==> src/rtl/ad7276_pkg.sv <==
`default_nettype none
// +---------------------------------------------------------------------------+
// | ad7276_pkg: shared widths and packed-beat layout for the axis_ad7276 IP    |
// | Revision: 1.0                                                              |
// +---------------------------------------------------------------------------+
package ad7276_pkg;

  localparam int AD7276_SAMPLE_W = 12;
  localparam int AXIS_DATA_W     = 32;
  localparam int AD7276_PAD_W    = 4;

  // Beat layout: {pad, ch1, pad, ch0}, each sample right-justified in a halfword.
  function automatic logic [AXIS_DATA_W-1:0] ad7276_pack(
    input logic [AD7276_SAMPLE_W-1:0] s0,
    input logic [AD7276_SAMPLE_W-1:0] s1
  );
    return {{AD7276_PAD_W{1'b0}}, s1, {AD7276_PAD_W{1'b0}}, s0};
  endfunction

endpackage
`default_nettype wire

==> src/rtl/ad7276_axis_fifo.sv <==
`default_nettype none
// +---------------------------------------------------------------------------+
// | ad7276_axis_fifo: synchronous first-word-fall-through FIFO                 |
// | Revision: 1.0                                                              |
// +---------------------------------------------------------------------------+
module ad7276_axis_fifo #(
  parameter int DEPTH = 16,
  parameter int WIDTH = 33
) (
  input  logic                     clk,
  input  logic                     rst,
  input  logic                     push,
  input  logic                     pop,
  input  logic [WIDTH-1:0]         din,
  output logic [WIDTH-1:0]         dout,
  output logic                     full,
  output logic                     empty,
  output logic [$clog2(DEPTH):0]   count
);

  localparam int            c_AW   = $clog2(DEPTH);
  localparam logic [c_AW:0] c_FULL = (c_AW + 1)'(DEPTH);

  logic [WIDTH-1:0] r_mem [DEPTH];
  logic [c_AW-1:0]  r_wr_ptr;
  logic [c_AW-1:0]  r_rd_ptr;
  logic [c_AW:0]    r_count;
  logic             w_pop;
  logic             w_push;

  assign empty = (r_count == '0);
  assign full  = (r_count == c_FULL);
  assign count = r_count;
  assign dout  = r_mem[r_rd_ptr];

  // A full FIFO still takes a write when the head leaves in the same cycle.
  assign w_pop  = pop & ~empty;
  assign w_push = push & (~full | w_pop);

  always_ff @(posedge clk) begin
    if (w_push) begin
      r_mem[r_wr_ptr] <= din;
    end
  end

  always_ff @(posedge clk) begin
    if (rst) begin
      r_wr_ptr <= '0;
      r_rd_ptr <= '0;
      r_count  <= '0;
    end else begin
      if (w_push) begin
        r_wr_ptr <= r_wr_ptr + 1'b1;
      end
      if (w_pop) begin
        r_rd_ptr <= r_rd_ptr + 1'b1;
      end
      case ({w_push, w_pop})
        2'b10:   r_count <= r_count + 1'b1;
        2'b01:   r_count <= r_count - 1'b1;
        default: r_count <= r_count;
      endcase
    end
  end

endmodule
`default_nettype wire

==> src/rtl/ad7276_axis_packer.sv <==
`default_nettype none
// +---------------------------------------------------------------------------+
// | ad7276_axis_packer: packs AD7276 sample pairs into framed AXI4-Stream beats|
// | Revision: 1.0                                                              |
// +---------------------------------------------------------------------------+
module ad7276_axis_packer
  import ad7276_pkg::*;
#(
  parameter int FIFO_DEPTH = 16,
  parameter int FRAME_LEN  = 256
) (
  input  logic                          fpga_clk_i,
  input  logic                          reset_i,
  input  logic                          en_0_i,
  input  logic                          en_1_i,
  input  logic                          data_rdy_i,
  input  logic [AD7276_SAMPLE_W-1:0]    data_0_i,
  input  logic [AD7276_SAMPLE_W-1:0]    data_1_i,
  output logic [AXIS_DATA_W-1:0]        m_axis_tdata,
  output logic                          m_axis_tvalid,
  output logic                          m_axis_tlast,
  input  logic                          m_axis_tready,
  input  logic                          ovf_clr_i,
  output logic                          overflow_o,
  output logic [$clog2(FIFO_DEPTH):0]   fill_level_o
);

  localparam int          c_ENTRY_W   = AXIS_DATA_W + 1;
  localparam logic [15:0] c_LAST_BEAT = 16'(FRAME_LEN - 1);

  logic                   r_rdy_d;
  logic [15:0]            r_beat_cnt;
  logic                   r_overflow;
  logic                   w_capture;
  logic                   w_pop;
  logic                   w_accept;
  logic                   w_drop;
  logic                   w_last;
  logic [AD7276_SAMPLE_W-1:0] w_s0;
  logic [AD7276_SAMPLE_W-1:0] w_s1;
  logic [c_ENTRY_W-1:0]   w_din;
  logic [c_ENTRY_W-1:0]   w_dout;
  logic                   w_full;
  logic                   w_empty;

  // Rising edge of the ready level gives one event per conversion.
  assign w_capture = data_rdy_i & ~r_rdy_d & (en_0_i | en_1_i);
  assign w_pop     = m_axis_tvalid & m_axis_tready;
  assign w_accept  = w_capture & (~w_full | w_pop);
  assign w_drop    = w_capture & ~w_accept;
  assign w_last    = (r_beat_cnt == c_LAST_BEAT);

  assign w_s0  = en_0_i ? data_0_i : '0;
  assign w_s1  = en_1_i ? data_1_i : '0;
  assign w_din = {w_last, ad7276_pack(w_s0, w_s1)};

  ad7276_axis_fifo #(
    .DEPTH (FIFO_DEPTH),
    .WIDTH (c_ENTRY_W)
  ) u_fifo (
    .clk   (fpga_clk_i),
    .rst   (reset_i),
    .push  (w_capture),
    .pop   (w_pop),
    .din   (w_din),
    .dout  (w_dout),
    .full  (w_full),
    .empty (w_empty),
    .count (fill_level_o)
  );

  // Stale RAM contents are hidden while the FIFO is empty.
  assign m_axis_tvalid = ~w_empty;
  assign m_axis_tdata  = w_empty ? '0   : w_dout[AXIS_DATA_W-1:0];
  assign m_axis_tlast  = w_empty ? 1'b0 : w_dout[AXIS_DATA_W];
  assign overflow_o    = r_overflow;

  always_ff @(posedge fpga_clk_i) begin
    if (reset_i) begin
      r_rdy_d    <= 1'b0;
      r_beat_cnt <= '0;
      r_overflow <= 1'b0;
    end else begin
      r_rdy_d <= data_rdy_i;
      if (w_accept) begin
        r_beat_cnt <= w_last ? '0 : r_beat_cnt + 1'b1;
      end
      if (w_drop) begin
        r_overflow <= 1'b1;
      end else if (ovf_clr_i) begin
        r_overflow <= 1'b0;
      end
    end
  end

endmodule
`default_nettype wire

==> config.mk <==
export PLATFORM = sky130hd
export DESIGN_NAME = ad7276_axis_packer
export DESIGN_NICKNAME = d
export VERILOG_FILES = /design/src/rtl/ad7276_pkg.sv /design/src/rtl/ad7276_axis_fifo.sv /design/src/rtl/ad7276_axis_packer.sv
export SDC_FILE = /design/constraint.sdc
export NUM_CORES = 1
export LEC_CHECK = 0
export ABC_AREA = 1
export BUFFER_PORTS_ARGS = -buffer_cell sky130_fd_sc_hd__buf_4
export CAP_MARGIN = 20
export CORE_MARGIN = 4
export CORE_UTILIZATION = 50
export DETAILED_ROUTE_END_ITERATION = 10
export PLACE_DENSITY_LB_ADDON = 0.25
export SLEW_MARGIN = 10
export SYNTH_ARGS = -nofsm -noshare
export SYNTH_HDL_FRONTEND = slang
export SYNTH_SLANG_ARGS = --single-unit
==> constraint.sdc <==
create_clock -name fpga_clk_i -period 6.9 [get_ports fpga_clk_i]
set_input_delay 1.035 -clock fpga_clk_i [delete_from_list [all_inputs] [get_ports fpga_clk_i]]
set_output_delay 1.035 -clock fpga_clk_i [all_outputs]
set_load 0.05 [all_outputs]
==> qor.yml <==
global_route:
  antenna_found_initial: 0
  grt_max_degree: 88
  track_usage_pct: 22.3
  overflow: 0
  grt_pass1_vias: 11200
  grt_pass1_wl_mm: 66.3
placed_design:
  io_buffers: 62
  dp_cells: 1882
  hpwl_mm: 22.8
  gp_congestion: 0.817
critical_path:
  path_buf_inv: 3
  critPathMaxStageDelay_ns: 0.79
  critPathLaunchType: "flip-flop"
  critPathMaxFanout: 87
  cp-end-kind: "primary output"
  critical_path.slowest_cell: "buf_4"
  critPathTopFamily: "buffers and inverters"
  path_cells: "buf_4, buf_4, o21ai_0, o221ai_1, nand3_1, a21oi_1, buf_4"
  cp.arrival_ns: 3.84
  crit_type: "reg -> out"
  worst-endpoint-required_ns: 5.86
  crit_path_frequent_cell: "buf_4"
synthesis:
  synth_common_cells: "edfxtp_1, nor2_1, o21ai_0"
  yosysWarnings: 0
  syn_area_um2: 17700
  yosys.area_share.simple_pct: 10.6
  synth_compound_area_share_pct: 12.3
  synth_seq_cells: 435
  synth_cells: 1438
  synth-xor-area-share_pct: 0.395
  synthAdderAreaFrac_pct: 0.494
  ys_seq_area_share_pct: 71.7
  synth.area.mux_share_pct: 0
  synth_top_family_by_area: "compound AO/OA/AOI/OAI gates"
  synth_top_area_share_pct: 67.7
  avgSynthCellArea_um2: 12.3
  ys.flop_type: "edfxtp_1"
  yosysMostFrequentCell: "edfxtp_1"
  synth_cell_types: 42
  synth_area_leaders: "edfxtp_1, o21ai_0, nor2_1, dfxtp_1, o221ai_1"
  synth_area_leader_cell: "edfxtp_1"
  async_reset_ff_share_pct: 0
  synth_edf_count: 400
timing:
  setup_viol: 0
  fin_setup_tns_ns: 0
  fmax_mhz: 205
  slew_headroom_pct: 24.6
  maxSlewViolCount: 0
  skew_ns: 0.00904
  period_minus_slack_ns: 4.88
  min_period_over_period_pct: 70.7
  hold_viol: 0
  tightest_slew_ns: 1.13
  rsz0062_at_grt: "no"
outcome:
  status: "complete, no violations"
clock_tree:
  cts_sinks: 435
  cts.repair.resized: 0
  cts_tree: "yes"
  clockRootBuffer: "clkbuf_16"
  cts_hold_buf: 0
  cts_buffers: 45
  clk_latency_ns: 0.55
  cts.clk_slew.worst_paths_ns: 0.06
  post_cts_buffers: 0
  clk_path_buf_depth: 3
  h-tree-depth: 2
drt:
  wl_per_cell_um: 22.4
  first_iter_violations: 1272
  dr.pass1.iters: 5
  routed_wl_mm: 44.0
  viasPerCell: 5.94
  vias: 11700
  drc: 0
  ant_nets: 0
layout:
  nNetsFinal: 1516
  syn_to_final_growth_pct: 13.5
  n_antenna_cell: 0
  drive_above_1_share_pct: 12.6
  final_cell_count_no_fill: 1968
worst_hold_path:
  min_path_type: "reg -> reg"
floorplanning:
  rows: 68
  die_w_um: 196
  initial_core_util_pct: 51.0
  die-area_um2: 38500
  core_area_um2: 34800
  pin_count: 71
  die_h_um: 196
run:
  drv_cap: 0
power:
  p_per_area_nw_per_um2: 348
  worst_ir_drop_vdd_mv: 0.316
  power.leakage_nw: 6.87
metrics by stage:
stage                     setup slack (ns)  cell area (µm²)  hold WS [ns]  utilization, %  power [mW]
after floorplan                       3.55            17800         0.436               -        4.28
after global placement                2.62            18500         0.449            53.1        4.73
after detailed placement              2.59            18700         0.459            53.6        4.76
after CTS                             2.00            20000         0.470            57.6        7.02
after global routing                  1.72            20100         0.501            57.8        7.30
final                                 2.02            20100         0.466            57.8        7.00
layout by cell type, fill, tap and decap left out, drive strengths merged:
master and count:
buf 85, clkbuf 54, ha 7, edfxtp 400
nor3 13, nand2 87, and3 1, conb 8
o221ai 74, clkinv 22, nor3b 1, nand3 62
inv 74, clkinvlp 2, or2 2, nand4 11
o21ai 225, a21oi 46, bufinv 3, nor4 5
o22ai 26, a211oi 1, dfxtp 35, nor2 260
xnor2 1, xor2 7, o211ai 1
layer usage:
metal / GRT usage (%) / share of wire, %
met5: 0 / 0
met4: 5.33 / 1.8
met1: 32.0 / 43
met2: 36.1 / 48
met3: 3.90 / 7.8
state kept, by name (all words and copies together), names as in the netlist, named ones only:
name and flops:
r_beat_cnt 16, u_fifo.r_rd_ptr 4, u_fifo.r_mem 400, u_fifo.count 5
u_fifo.r_wr_ptr 4, r_rdy_d 1, overflow_o 1
tightest hold or removal path, delay by kind of cell, from the launching register on:
kind | cells | cell delay, ns
flops | 1 | 0.30
compound gates | 1 | 0.07
buf+inv | 1 | 0.05
where the power goes:
group	switching (mW)	internal (mW)	leakage [nW]
clock network	0.972	1.31	0.678
registers	0.0685	2.92	3.96
logic	1.26	0.464	2.22
total	2.30	4.70	6.87
cell type report:
| cell class | instances | area [µm²] |
|---|---|---|
| inverter | 73 | 277 |
| multi-input combinational | 838 | 4370 |
| clock buffer | 54 | 1160 |
| sequential | 435 | 12700 |
| timing repair buffer | 85 | 816 |
| fill | 2759 | 14700 |
| tap | 455 | 569 |
| clock inverter | 28 | 216 |
cell families (layout without fill, tap and decap cells):
group,count (synthesis),after routing
buffers and inverters,172,240
adders and majority gates,7,7
DFF,435,435
AOI/OAI and AO/OA,373,373
other,1,8
and+or+nand+nor,442,442
xor gates and xnor gates,8,8
worst paths after layout:
| check | startpoint | end | slack (ns) | cells after the start |
|---|---|---|---|---|
| setup / recovery | flip-flop | m_axis_tdata[26] | 2.02 | 7 |
| hold / removal | u_fifo.r_rd_ptr[3]$_SDFFE_PP0N_ | u_fifo.r_rd_ptr[3]$_SDFFE_PP0N_ | 0.47 | 2 |
| setup reg to reg | u_fifo.count[0]$_SDFFE_PP0P_ | u_fifo.r_mem[4][11]$_DFFE_PP_ | 4.02 | 6 |
| hold reg to reg | u_fifo.r_rd_ptr[3]$_SDFFE_PP0N_ | u_fifo.r_rd_ptr[3]$_SDFFE_PP0N_ | 0.47 | 2 |
Power figures use the tool's default switching activity.
